--- src/rtl/toy_ram_master_pkg.sv ---
// Shared encodings and the load-extension helper for the toy RAM initiator.
package toy_ram_master_pkg;

    localparam logic [1:0] SZ_BYTE    = 2'd0;
    localparam logic [1:0] SZ_HALF    = 2'd1;
    localparam logic [1:0] SZ_WORD    = 2'd2;
    localparam logic [1:0] SZ_ILLEGAL = 2'd3;

    typedef enum logic [1:0] {
        ST_IDLE = 2'd0,
        ST_RD   = 2'd1,
        ST_WR   = 2'd2,
        ST_RESP = 2'd3
    } state_t;

    function automatic logic [31:0] load_extend(
        input logic [31:0] raw,
        input logic [1:0]  size,
        input logic        is_unsigned
    );
        logic [31:0] res;
        case (size)
            SZ_BYTE: res = {{24{~is_unsigned & raw[7]}}, raw[7:0]};
            SZ_HALF: res = {{16{~is_unsigned & raw[15]}}, raw[15:0]};
            default: res = raw;
        endcase
        return res;
    endfunction

endpackage

--- src/rtl/toy_ram_master_fmt.sv ---
// Combinational datapath: store merge (new low lanes over read data) and load extension.
module toy_ram_master_fmt
    import toy_ram_master_pkg::*;
#(
    parameter int DATA_WIDTH = 32
) (
    input  logic [1:0]            size,
    input  logic                  is_unsigned,
    input  logic [DATA_WIDTH-1:0] rdata,
    input  logic [DATA_WIDTH-1:0] wdata,
    output logic [DATA_WIDTH-1:0] merge_data,
    output logic [DATA_WIDTH-1:0] load_data
);

    localparam int LANES = DATA_WIDTH / 8;

    logic [LANES-1:0] lane_sel;

    always_comb begin
        lane_sel = '1;
        case (size)
            SZ_BYTE: lane_sel = LANES'(1);
            SZ_HALF: lane_sel = LANES'(3);
            default: lane_sel = '1;
        endcase
    end

    genvar gi;
    generate
        for (gi = 0; gi < LANES; gi++) begin : g_lane
            assign merge_data[gi*8 +: 8] = lane_sel[gi] ? wdata[gi*8 +: 8] : rdata[gi*8 +: 8];
        end
    endgenerate

    assign load_data = load_extend(rdata, size, is_unsigned);

endmodule

--- src/rtl/toy_ram_master.sv ---
// Toy RAM initiator: one CPU load/store at a time, sub-word stores as read-modify-write,
// per-phase timeout and conflict abort.
module toy_ram_master
    import toy_ram_master_pkg::*;
#(
    parameter int DATA_WIDTH = 32,
    parameter int ADDR_WIDTH = 16,
    parameter int TIMEOUT    = 255
) (
    input  logic                  clk,
    input  logic                  rst,
    input  logic                  req_valid,
    output logic                  req_ready,
    input  logic                  req_we,
    input  logic [1:0]            req_size,
    input  logic                  req_unsigned,
    input  logic [ADDR_WIDTH-1:0] req_addr,
    input  logic [DATA_WIDTH-1:0] req_wdata,
    output logic                  resp_valid,
    output logic [DATA_WIDTH-1:0] resp_rdata,
    output logic                  resp_err,
    output logic                  mem_read,
    output logic                  mem_write,
    output logic [ADDR_WIDTH-1:0] mem_addr,
    output logic [DATA_WIDTH-1:0] mem_wdata,
    input  logic [DATA_WIDTH-1:0] mem_rdata,
    input  logic                  mem_available,
    input  logic                  mem_conflict_err
);

    // Abort fires on the cycle the wait count would reach TIMEOUT.
    localparam logic [7:0] TO_LAST = 8'(TIMEOUT - 1);

    state_t                state_q, state_d;
    logic [ADDR_WIDTH-1:0] addr_q, addr_d;
    logic                  we_q, we_d;
    logic [1:0]            size_q, size_d;
    logic                  uns_q, uns_d;
    logic [DATA_WIDTH-1:0] wdata_q, wdata_d;
    logic [DATA_WIDTH-1:0] merge_q, merge_d;
    logic [DATA_WIDTH-1:0] rdata_q, rdata_d;
    logic                  err_q, err_d;
    logic [7:0]            cnt_q, cnt_d;

    logic [DATA_WIDTH-1:0] fmt_merge;
    logic [DATA_WIDTH-1:0] fmt_load;

    toy_ram_master_fmt #(
        .DATA_WIDTH(DATA_WIDTH)
    ) u_fmt (
        .size        (size_q),
        .is_unsigned (uns_q),
        .rdata       (mem_rdata),
        .wdata       (wdata_q),
        .merge_data  (fmt_merge),
        .load_data   (fmt_load)
    );

    always_ff @(posedge clk or negedge rst) begin
        if (!rst) begin
            state_q <= ST_IDLE;
            addr_q  <= '0;
            we_q    <= 1'b0;
            size_q  <= '0;
            uns_q   <= 1'b0;
            wdata_q <= '0;
            merge_q <= '0;
            rdata_q <= '0;
            err_q   <= 1'b0;
            cnt_q   <= '0;
        end else begin
            state_q <= state_d;
            addr_q  <= addr_d;
            we_q    <= we_d;
            size_q  <= size_d;
            uns_q   <= uns_d;
            wdata_q <= wdata_d;
            merge_q <= merge_d;
            rdata_q <= rdata_d;
            err_q   <= err_d;
            cnt_q   <= cnt_d;
        end
    end

    always_comb begin
        state_d = state_q;
        addr_d  = addr_q;
        we_d    = we_q;
        size_d  = size_q;
        uns_d   = uns_q;
        wdata_d = wdata_q;
        merge_d = merge_q;
        rdata_d = rdata_q;
        err_d   = err_q;
        cnt_d   = cnt_q;

        case (state_q)
            ST_IDLE: begin
                if (req_valid) begin
                    addr_d  = req_addr;
                    we_d    = req_we;
                    size_d  = req_size;
                    uns_d   = req_unsigned;
                    wdata_d = req_wdata;
                    // Word stores write the request data directly; merge_q doubles as the write buffer.
                    merge_d = req_wdata;
                    rdata_d = '0;
                    err_d   = 1'b0;
                    cnt_d   = '0;
                    if (req_size == SZ_ILLEGAL) begin
                        state_d = ST_RESP;
                        err_d   = 1'b1;
                    end else if (req_we && req_size == SZ_WORD) begin
                        state_d = ST_WR;
                    end else begin
                        state_d = ST_RD;
                    end
                end
            end

            ST_RD: begin
                if (mem_conflict_err) begin
                    state_d = ST_RESP;
                    err_d   = 1'b1;
                    rdata_d = '0;
                end else if (mem_available) begin
                    cnt_d = '0;
                    if (we_q) begin
                        merge_d = fmt_merge;
                        state_d = ST_WR;
                    end else begin
                        rdata_d = fmt_load;
                        state_d = ST_RESP;
                    end
                end else if (cnt_q == TO_LAST) begin
                    state_d = ST_RESP;
                    err_d   = 1'b1;
                    rdata_d = '0;
                end else begin
                    cnt_d = cnt_q + 8'd1;
                end
            end

            ST_WR: begin
                if (mem_conflict_err) begin
                    state_d = ST_RESP;
                    err_d   = 1'b1;
                    rdata_d = '0;
                end else if (mem_available) begin
                    state_d = ST_RESP;
                    err_d   = 1'b0;
                    rdata_d = '0;
                end else if (cnt_q == TO_LAST) begin
                    state_d = ST_RESP;
                    err_d   = 1'b1;
                    rdata_d = '0;
                end else begin
                    cnt_d = cnt_q + 8'd1;
                end
            end

            ST_RESP: begin
                state_d = ST_IDLE;
            end

            default: begin
                state_d = ST_IDLE;
            end
        endcase
    end

    assign req_ready  = (state_q == ST_IDLE);
    assign mem_read   = (state_q == ST_RD);
    assign mem_write  = (state_q == ST_WR);
    assign mem_addr   = (mem_read || mem_write) ? addr_q : '0;
    assign mem_wdata  = mem_write ? merge_q : '0;
    assign resp_valid = (state_q == ST_RESP);
    assign resp_rdata = resp_valid ? rdata_q : '0;
    assign resp_err   = resp_valid & err_q;

endmodule

--- config.mk ---
export PLATFORM = sky130hd
export DESIGN_NAME = toy_ram_master
export DESIGN_NICKNAME = d
export VERILOG_FILES = /design/src/rtl/toy_ram_master_pkg.sv /design/src/rtl/toy_ram_master_fmt.sv /design/src/rtl/toy_ram_master.sv
export SDC_FILE = /design/constraint.sdc
export NUM_CORES = 1
export LEC_CHECK = 0
export CORE_UTILIZATION = 49
export DETAILED_ROUTE_END_ITERATION = 10
export PLACE_DENSITY = 0.81
export SYNTH_ARGS = -nofsm -noshare
export SYNTH_HDL_FRONTEND = slang
export SYNTH_SLANG_ARGS = --single-unit
--- constraint.sdc ---
create_clock -name clk -period 2.45 [get_ports clk]
set_clock_uncertainty 0.2 [all_clocks]
set_input_delay 0.245 -clock clk [delete_from_list [all_inputs] [get_ports clk]]
set_output_delay 0.245 -clock clk [all_outputs]
set_load 0.05 [all_outputs]
==> results of run 1 <==
==> area by class of cell <==
class / count / area [sq um]
Tap cell: 172 / 215
Timing Repair Buffer: 200 / 2830
Multi-Input combinational cell: 447 / 3100
Inverter: 9 / 33.8
Clock buffer: 20 / 467
Clock inverter: 12 / 156
Fill cell: 786 / 2790
Sequential cell: 127 / 3180
==> placed cells by master (no fill, tap or decap), types with 13 or more instances in the layout <==
master           count
a22o_1              13
buf_4               23
clkdlybuf4s50_1     87
nand2_1             43
o2bb2ai_1           17
a21oi_1             23
nor2b_1             19
clkbuf_16           17
mux2i_1             25
and2_1              82
buf_12              88
nand3_1             13
nor2_1              33
dfrtp_1            126
o21ai_0             56
mux2_2              52
==> routing by layer <==
layer  global-route usage, %  part of all wire (%)  vias to the layer above
met5                       0                     0                        -
met4                    10.9                   2.5                        0
met3                    6.90                   5.9                       43
met2                    50.3                    51                      226
met1                    35.5                    40                     2762
li1                        -                     -                     2552
==> critical path: stages (launching register included) <==
cell	delay, ps
dfrtp_1	400
inv_1	150
ha_2	330
buf_6	260
and2_1	270
buf_12	170
==> what timing repair did <==
item	4_1_cts	5_1_grt
buffers inserted	0	0
cloned	0	0
resized for setup	1	2
endpoints found under the hold margin	40	0
endpoints found under the setup margin	6	57
hold buffers	1	0
==> path summary, 6_finish.rpt <==
path,to,cells past startpoint,from,slack [ps]
max,mem_wdata[16],5,state_q[0]$_DFFE_PN0P_,10
min,addr_q[8]$_DFFE_PN0P_,2,rst,170
max reg2reg,cnt_q[2]$_DFFE_PN0P_,8,state_q[1]$_DFFE_PN0P_,180
min reg2reg,merge_q[8]$_DFFE_PN0P_,1,merge_q[8]$_DFFE_PN0P_,270
max in group asynchronous,size_q[1]$_DFFE_PN0P_,3,rst,1130
min in group clk,rdata_q[3]$_DFFE_PN0P_,2,mem_rdata[3],240
==> logic make-up after synthesis <==
family                   Yosys count  synth area share [%]
AND/OR/NAND/NOR                  211                  17.4
buffers and inverters             54                  3.48
adder cells (fa/ha/maj)            7                  1.35
multiplexers                      77                  12.9
AO/OA/AOI/OAI                    152                  15.8
flip-flops                       127                  49.1
==> power by group through the flow <==
stage	combinational, mW	clock [mW]	sequential, mW
finish	7.26	2.64	3.33
floorplan	4.33	0	3.15
detailed placement	7.19	0	3.34
global route	7.69	2.77	3.41
CTS	7.26	2.66	3.32
global placement	7.02	0	3.28
==> sequential cells by signal, summed over array words and instances (netlist names) <==
signal   count
we_q         1
rdata_q     32
err_q        1
state_q      2
wdata_q     32
cnt_q        8
uns_q        1
merge_q     32
size_q       2
addr_q      16
==> per-stage QoR <==
stage / power [mW] / util [%]
floorplan: 7.48 / -
global placement: 10.3 / 73.1
detailed placement: 10.5 / 73.1
CTS: 13.2 / 78.0
global route: 13.9 / 78.1
finish: 13.2 / 78.1
==> results by group, run 1 <==
Status
  – Outcome: finished clean

Synthesis
  – Synth cell types: 45
  – Synthesized area: 0.00647 sq mm
  – Post-synthesis sequential area ratio: 49.1%
  – Area contributors post-synth: dfrtp_1 (49%), mux2_2 (9.0%), and2_1 (7.9%), o21ai_0 (4.3%), mux2i_1 (3.9%)
  – Synth Register Bits: 127
  – Syn Area/Cell: 10.3 sq um
  – Main flop type after synthesis: dfrtp_1
  – Count leader, synth: dfrtp_1
  – Post-synthesis async set-or-reset flop share: 100%
  – Area leader, netlist: dfrtp_1
  – Post-synth EDFFs: 0
  – Synth Warn #: 0
  – Cells after Synth: 628
  – Synth top cells by count: dfrtp_1 (127), and2_1 (82), o21ai_0 (56)
  – Syn Nets: 724
  – Top-area cell type share of the netlist area: 49.1%

Drt
  – Routed Antenna Nets: 0
  – Vias per cell: 5.66
  – DRT iter0 DRCs: 467
  – WL final: 18.8 mm
  – Routed wire per std cell: 19.0 um
  – 1st-pass router iterations: 6
  – Post-route DRC: 0
  – DR vias: 5583

Timing
  – Unrepaired setup endpoints after global routing: true
  – Count of final setup violators: 0
  – Fmax achieved: 411 MHz
  – Final Critical Period: 2440 ps
  – Worst hold margin: 175 ps
  – Setup TNS: 0 ps
  – Final worst slack: 14.0 ps
  – Period utilization: 99.4%
  – Final Hold Vio Count: 0
  – Worst rel slew slack: 62.0%
  – Max Slew Vio Count: 0
  – Worst slew pin tran: 570 ps

Power and ir drop
  – Sw power: 5.37 mW
  – Clk network pwr share: 19.9%
  – P_leak: 4.34 nW
  – Max VDD drop: 849 uV
  – P_int: 7.85 mW
  – Sw frac: 40.6%
  – Comb pwr share: 54.9%
  – Pwr per Cell Area: 1330 mW/mm^2
  – Power share of the sequential group: 25.1%

Cells and area
  – Layout area overhead: 54.2%
  – Final instance area: 0.00998 sq mm
  – Fin cells: 987
  – Fraction of layout cells with a size suffix above 1: 26.3%
  – Post-layout nets: 898
  – N_diodes: 0

Place
  – Post-Place Cells: 954
  – DP Area: 0.00933 sq mm
  – Post-detail-place hpwl: 13.2 mm
  – Port buffer count: 173
  – Pre-CTS setup slack: 123 ps
  – GPL Wtd Cong: 0.894

Setup path
  – Worst setup EP type: primary output
  – WP data arrival: 1990 ps
  – Critical Path Source Type: flip-flop
  – Worst-path fanout max: 32
  – WS Path Type: reg -> out
  – Required time worst endpoint: 2010 ps

Clock tree
  – Reg clk slew, reported paths: 60 ps
  – CTS buffer count: 17
  – TritonCTS clock tree: yes
  – H-tree levels: 4
  – Clock buffer depth: 2
  – Clock sinks: 127
  – Worst-Skew Late Latency: 410 ps
  – Root buf cell: clkbuf_16

GRT
  – Overflow after GRT: 0
  – Vias in the first global route: 5768
  – First-pass GRT wire length: 30.1 mm
  – Largest net degree at the start of global routing: 44
  – Gr usage total: 29.1%
  – Initial antenna violation count: 0

Floorplanning
  – Die X: 117 um
  – Core Box Area: 0.0128 sq mm
  – Die ar.: 0.0137 sq mm
  – Die height: 117 um
  – Io pins: 174
  – Effective utilization at floorplan: 50.7%
  – Standard-cell row count: 41

Flow run
  – Total of max-cap violations: 0

Min path
  – HP Class: in -> async
Power figures use the tool's default switching activity.
==> inputs of run 2 (changes only) <==
- HOLD_SLACK_MARGIN: default -> 0.12
- clock period: 2.45 -> 2.75 ns (I/O delays scaled with it)
==> run 2 against run 1 <==
Effect of this change:
- final area is 3.0% lower
- largest cell class unchanged
- flip-flop and latch count is the same
- clock power down 10%
- sequential share of layout area grew 1.0 points
- power down 16%
- register-to-register slack improved by 90 ps
- combinational power shrank 21%
- routed wire length shrank 5.3%
- setup slack better by 77 ps
- critical endpoint is now req_ready
- critical path depth decreased by 1
- via count is 0.11% lower
==> results by group, run 2 (synthesis results as in run 1) <==
Cells and area
  – Fin util: 75.8% (-2.4 points)
  – Final instance area: 0.00968 sq mm (-3.0%)
  – Commonest non-fill, non-tap cells in the layout: dfrtp_1 (126), clkdlybuf4s50_1 (88), and2_1 (82), buf_12 (70), o21ai_0 (56)
  – Biggest regs: merge_q x32, rdata_q x32, wdata_q x32
  – Post-layout nets: 890 (-0.89%)
  – Commonest non-fill, non-tap cell in the layout: dfrtp_1
  – Fraction of layout cells with a size suffix above 1: 24.7% (-1.5 points)
  – N_diodes: 0 (unchanged)
  – Layout area overhead: 49.5%

Clock tree
  – Postcts setup bufs: 0 (unchanged)
  – Worst-Skew Late Latency: 420 ps (about the same)
  – Reg clk slew, reported paths: 60 ps (about the same)
  – Clock buffer depth: 2 (unchanged)
  – H-tree levels: 4 (unchanged)
  – Clock sinks: 127 (unchanged)
  – TritonCTS clock tree: yes
  – Root buf cell: clkbuf_16
  – CTS buffer count: 17 (unchanged)

Setup path
  – WP data arrival: 2180 ps (+190 ps)
  – Worst setup EP type: primary output
  – Required time worst endpoint: 2280 ps (+270 ps)
  – WS Path Type: reg -> out
  – Worst-path fanout max: 8 (-75%)
  – Critical Path Source Type: flip-flop

Power and ir drop
  – Power share of the sequential group: 26.7% (+1.6 points)
  – P_leak: 4.25 nW (-2.0%)
  – P_int: 6.55 mW (-17%)
  – Pwr per Cell Area: 1140 mW/mm^2 (-14%)
  – Sw frac: 40.9% (+0.28 points)
  – Sw power: 4.53 mW (-16%)
  – Clk network pwr share: 21.4% (+1.5 points)
  – Max VDD drop: 771 uV (-9.2%)
  – Comb pwr share: 51.9% (-3.0 points)

GRT
  – Largest net degree at the start of global routing: 47 (+6.8%)
  – Vias in the first global route: 5822 (+0.94%)
  – Initial antenna violation count: 0 (unchanged)
  – Gr usage total: 27.9% (-1.2 points)
  – Overflow after GRT: 0 (unchanged)
  – First-pass GRT wire length: 28.6 mm (-4.9%)

Timing
  – Period utilization: 96.7%
  – Count of final setup violators: 0 (unchanged)
  – Final Critical Period: 2660 ps
  – Final worst slack: 90.8 ps (+76.7 ps)
  – Unrepaired setup endpoints after global routing: false
  – Setup TNS: 0 ps (unchanged)
  – Fmax achieved: 376 MHz
  – Final Hold Vio Count: 0 (unchanged)
  – Worst rel slew slack: 50.5% (-11 points)
  – Max Slew Vio Count: 0 (unchanged)
  – Worst slew pin tran: 740 ps (+169 ps)

Floorplanning
  – Die height: 117 um (unchanged)
  – Die X: 117 um (unchanged)
  – Effective utilization at floorplan: 50.7% (unchanged)
  – Io pins: 174 (unchanged)
  – Die ar.: 0.0137 sq mm (unchanged)
  – Standard-cell row count: 41 (unchanged)
  – Core Box Area: 0.0128 sq mm (unchanged)

Place
  – Port buffer count: 173 (unchanged)
  – DP Area: 0.00904 sq mm (-3.1%)
  – GPL Wtd Cong: 0.903 (+1.0%)
  – Pre-CTS setup slack: 207 ps (+83.5 ps)
  – Post-detail-place hpwl: 12.5 mm (-5.2%)

Drt
  – Routed wire per std cell: 18.2 um (-4.3%)
  – Vias per cell: 5.71 (+0.91%)
  – DRT iter0 DRCs: 401 (-14%)
  – 1st-pass router iterations: 5 (-1)
  – Routed Antenna Nets: 0 (unchanged)
  – Post-route DRC: 0 (unchanged)
  – WL final: 17.8 mm (-5.3%)
  – DR vias: 5577 (-0.11%)

Min path
  – HP Class: in -> async

Flow run
  – Total of max-cap violations: 0 (unchanged)

Status
  – Outcome: finished clean
==> run 2: changes by cell type in the layout (fill, tap and decap cells not counted), moves of 2 or more <==
cell        before  now
buf_12          88   70
buf_4           23   33
clkbuf_8         3    7
clkinvlp_4       4    0
ha_1             4    6
ha_2             3    1
inv_6            3    0
==> run 2: timing repair <==
item,4_1_cts,5_1_grt
setup endpoints to repair,0,8
hold buffers,1,0
hold endpoints to repair,43,0
gates resized for setup,0,1
==> run 2: final timing paths <==
kind                       cells after the start                    start                       to  slack (ps)
setup / recovery                               4   state_q[0]$_DFFE_PN0P_                req_ready          90
hold / removal                                 2                      rst   addr_q[13]$_DFFE_PN0P_         220
setup reg to reg                               8   state_q[1]$_DFFE_PN0P_  rdata_q[14]$_DFFE_PN0P_         270
hold reg to reg                                1  merge_q[10]$_DFFE_PN0P_  merge_q[10]$_DFFE_PN0P_         270
max in group asynchronous                      3                      rst  merge_q[28]$_DFFE_PN0P_        1370
min in group clk                               2             mem_rdata[3]   rdata_q[3]$_DFFE_PN0P_         270
==> run 2: critical path: stages, from the launching register on <==
cell             delay (ps)
dfrtp_1                 400
inv_1                   160
ha_1                    210
buf_4                   170
clkdlybuf4s50_1         830
==> run 2: power by group through the flow <==
stage / registers, mW / clock network (mW) / logic [mW]
final: 2.96 / 2.37 / 5.75
after global routing: 3.04 / 2.48 / 6.13
after CTS: 2.95 / 2.39 / 5.77
after detailed placement: 2.97 / 0 / 5.73
after global placement: 2.92 / 0 / 5.58
after floorplan: 2.80 / 0 / 3.84
==> run 2: per-layer routing <==
metal	vias to the layer above	wire length, um	global-route usage (%)
li1	2541	-	-
met1	2743	6970	32.2
met2	233	8870	46.2
met3	60	1180	8.60
met4	0	761	16.3
met5	-	0	0
==> run 2: metrics by stage <==
| step | instances | hold WS [ps] | power [mW] |
|---|---|---|---|
| 6_report | 977 | 216 | 11.1 |
| 3_5_place_dp | 946 | 127 | 8.70 |
| 5_1_grt | 977 | 269 | 11.7 |
| 2_1_floorplan | 628 | -221 | 6.65 |
| 4_1_cts | 977 | 224 | 11.1 |
| 3_3_place_gp | 946 | 111 | 8.50 |
==> run 2: layout make-up <==
class,count,area [sq um]
Sequential cell,127,3180
Fill cell,823,3090
Multi-Input combinational cell,447,3090
Timing Repair Buffer,192,2540
Clock buffer,25,526
Tap cell,172,215
Clock inverter,5,100
Inverter,9,33.8
==> inputs of run 3 (changes only) <==
- RECOVER_POWER: default -> 25
==> run 3 against run 2 <==
Effect of this change:
- setup slack got worse by 0.83 ps
- final area hardly changed
- hold slack improved by 49 ps
- die area unchanged
- clock power about the same
- register-to-register slack hardly changed
- first-iteration DRC count unchanged
- combinational power hardly changed
- via count shrank 0.30%
- core utilization hardly changed
- maximum frequency is essentially flat
==> results by group, run 3 (synthesis results as in run 1) <==
Place
  – Port buffer count: 173 (unchanged)
  – GPL Wtd Cong: 0.903 (unchanged)
  – Pre-CTS setup slack: 207 ps (unchanged)
  – Post-detail-place hpwl: 12.5 mm (unchanged)
  – DP Area: 0.00904 sq mm (unchanged)

Setup path
  – Required time worst endpoint: 2280 ps (about the same)
  – WS Path Type: reg -> out
  – Worst-path fanout max: 8 (unchanged)
  – Worst setup EP type: primary output
  – Reg2reg start: state_q[1]$_DFFE_PN0P_
  – Critical Path Source Type: flip-flop
  – WP data arrival: 2190 ps (about the same)
  – Critical path launch point: state_q[0]$_DFFE_PN0P_

Timing
  – Final Critical Period: 2660 ps (+0.825 ps)
  – Worst slew pin tran: 1180 ps (+444 ps)
  – Max Slew Vio Count: 0 (unchanged)
  – Fmax achieved: 376 MHz (about the same)
  – Unrepaired setup endpoints after global routing: false
  – Setup TNS: 0 ps (unchanged)
  – Final worst slack: 89.9 ps (-0.825 ps)
  – Period utilization: 96.7% (about the same)
  – Worst rel slew slack: 21.1% (-29 points)
  – Count of final setup violators: 0 (unchanged)
  – Final Hold Vio Count: 0 (unchanged)
  – Worst hold margin: 265 ps (+48.9 ps)

Cells and area
  – Commonest non-fill, non-tap cell in the layout: dfrtp_1
  – Biggest regs: merge_q x32, rdata_q x32, wdata_q x32
  – Final instance area: 0.00967 sq mm (about the same)
  – Layout area overhead: 49.5% (about the same)
  – Post-layout nets: 890 (unchanged)
  – Commonest non-fill, non-tap cells in the layout: dfrtp_1 (126), clkdlybuf4s50_1 (88), and2_1 (82), buf_12 (70), o21ai_0 (56)
  – Fin util: 75.7% (about the same)
  – Fraction of layout cells with a size suffix above 1: 24.7% (unchanged)
  – N_diodes: 0 (unchanged)

Power and ir drop
  – P_leak: 4.25 nW (about the same)
  – Clk network pwr share: 21.4% (about the same)
  – P_int: 6.55 mW (about the same)
  – Pwr per Cell Area: 1150 mW/mm^2 (about the same)
  – Sw power: 4.53 mW (about the same)
  – Comb pwr share: 51.9% (about the same)
  – Sw frac: 40.9% (about the same)
  – Power share of the sequential group: 26.7% (about the same)
  – Max VDD drop: 770 uV (about the same)

Clock tree
  – Clock buffer depth: 2 (unchanged)
  – CTS buffer count: 17 (unchanged)
  – Root buf cell: clkbuf_16
  – Postcts setup bufs: 0 (unchanged)
  – Worst-Skew Late Latency: 420 ps (about the same)
  – TritonCTS clock tree: yes
  – Reg clk slew, reported paths: 60 ps (about the same)
  – H-tree levels: 4 (unchanged)
  – Clock sinks: 127 (unchanged)

GRT
  – Vias in the first global route: 5822 (unchanged)
  – Initial antenna violation count: 0 (unchanged)
  – Gr usage total: 27.9% (unchanged)
  – First-pass GRT wire length: 28.6 mm (unchanged)
  – Largest net degree at the start of global routing: 47 (unchanged)
  – Overflow after GRT: 0 (unchanged)

Floorplanning
  – Die X: 117 um (unchanged)
  – Effective utilization at floorplan: 50.7% (unchanged)
  – Die ar.: 0.0137 sq mm (unchanged)
  – Io pins: 174 (unchanged)
  – Die height: 117 um (unchanged)
  – Standard-cell row count: 41 (unchanged)
  – Core Box Area: 0.0128 sq mm (unchanged)

Drt
  – DRT iter0 DRCs: 401 (unchanged)
  – Routed wire per std cell: 18.2 um (about the same)
  – Vias per cell: 5.69 (-0.30%)
  – DR vias: 5560 (-0.30%)
  – Post-route DRC: 0 (unchanged)
  – 1st-pass router iterations: 5 (unchanged)
  – WL final: 17.8 mm (about the same)
  – Routed Antenna Nets: 0 (unchanged)

Status
  – Outcome: finished clean

Flow run
  – Total of max-cap violations: 0 (unchanged)

Min path
  – Hold Crit Start: mem_rdata[3]
  – HP Class: in -> reg
==> run 3: cell types whose count changed in the layout (fill, tap and decap cells not counted), sizes merged <==
cell,before,now
buf,103,101
clkbuf,25,27
==> run 3: power by group through the flow <==
stage,registers (mW),clock network (mW),logic (mW)
after floorplan,2.80,0,3.84
after global placement,2.92,0,5.58
after detailed placement,2.97,0,5.73
after CTS,2.95,2.39,5.77
after global routing,3.04,2.48,6.13
final,2.96,2.37,5.74
==> run 3: worst paths after layout <==
kind	end	slack, ps	depth (start not counted)
worst max-delay path	req_ready	90	4
worst min-delay path	rdata_q[3]$_DFFE_PN0P_	270	2
worst max register to register	rdata_q[14]$_DFFE_PN0P_	270	8
worst min register to register	merge_q[10]$_DFFE_PN0P_	270	1
max in group asynchronous	wdata_q[0]$_DFFE_PN0P_	760	3
min in group asynchronous	addr_q[0]$_DFFE_PN0P_	440	2
==> run 3: layout make-up <==
class	count	area, sq um
inverters	9	33.8
clock buffers	25	526
fillers	825	3100
well taps	172	215
flip-flops and latches	127	3180
clock inverters	5	100
repair buffers	192	2530
multi-input cells	447	3090
==> run 3: worst max-delay path, stage by stage (launching register included) <==
cell             delay (ps)
dfrtp_1                 400
inv_1                   160
ha_1                    210
buf_4                   170
clkdlybuf4s50_1         830
==> run 3: per-stage QoR <==
stage | power, mW | cells
after CTS | 11.1 | 977
after detailed placement | 8.70 | 946
after global placement | 8.50 | 946
final | 11.1 | 977
after floorplan | 6.65 | 628
after global routing | 11.7 | 977
==> run 3: repair_timing <==
action | in CTS | in global routing
hold buffers | 1 | 0
hold endpoints to repair | 43 | 0
resized for setup | 0 | 1
setup endpoints to repair | 0 | 8
==> run 3: routing by layer <==
layer	track usage, %	wire length (um)	share of wire (%)	vias up
li1	-	-	-	2541
met1	32.2	7020	39	2736
met2	46.2	8850	50	223
met3	8.60	1150	6.5	60
met4	16.3	761	4.3	0
met5	0	0	0	-
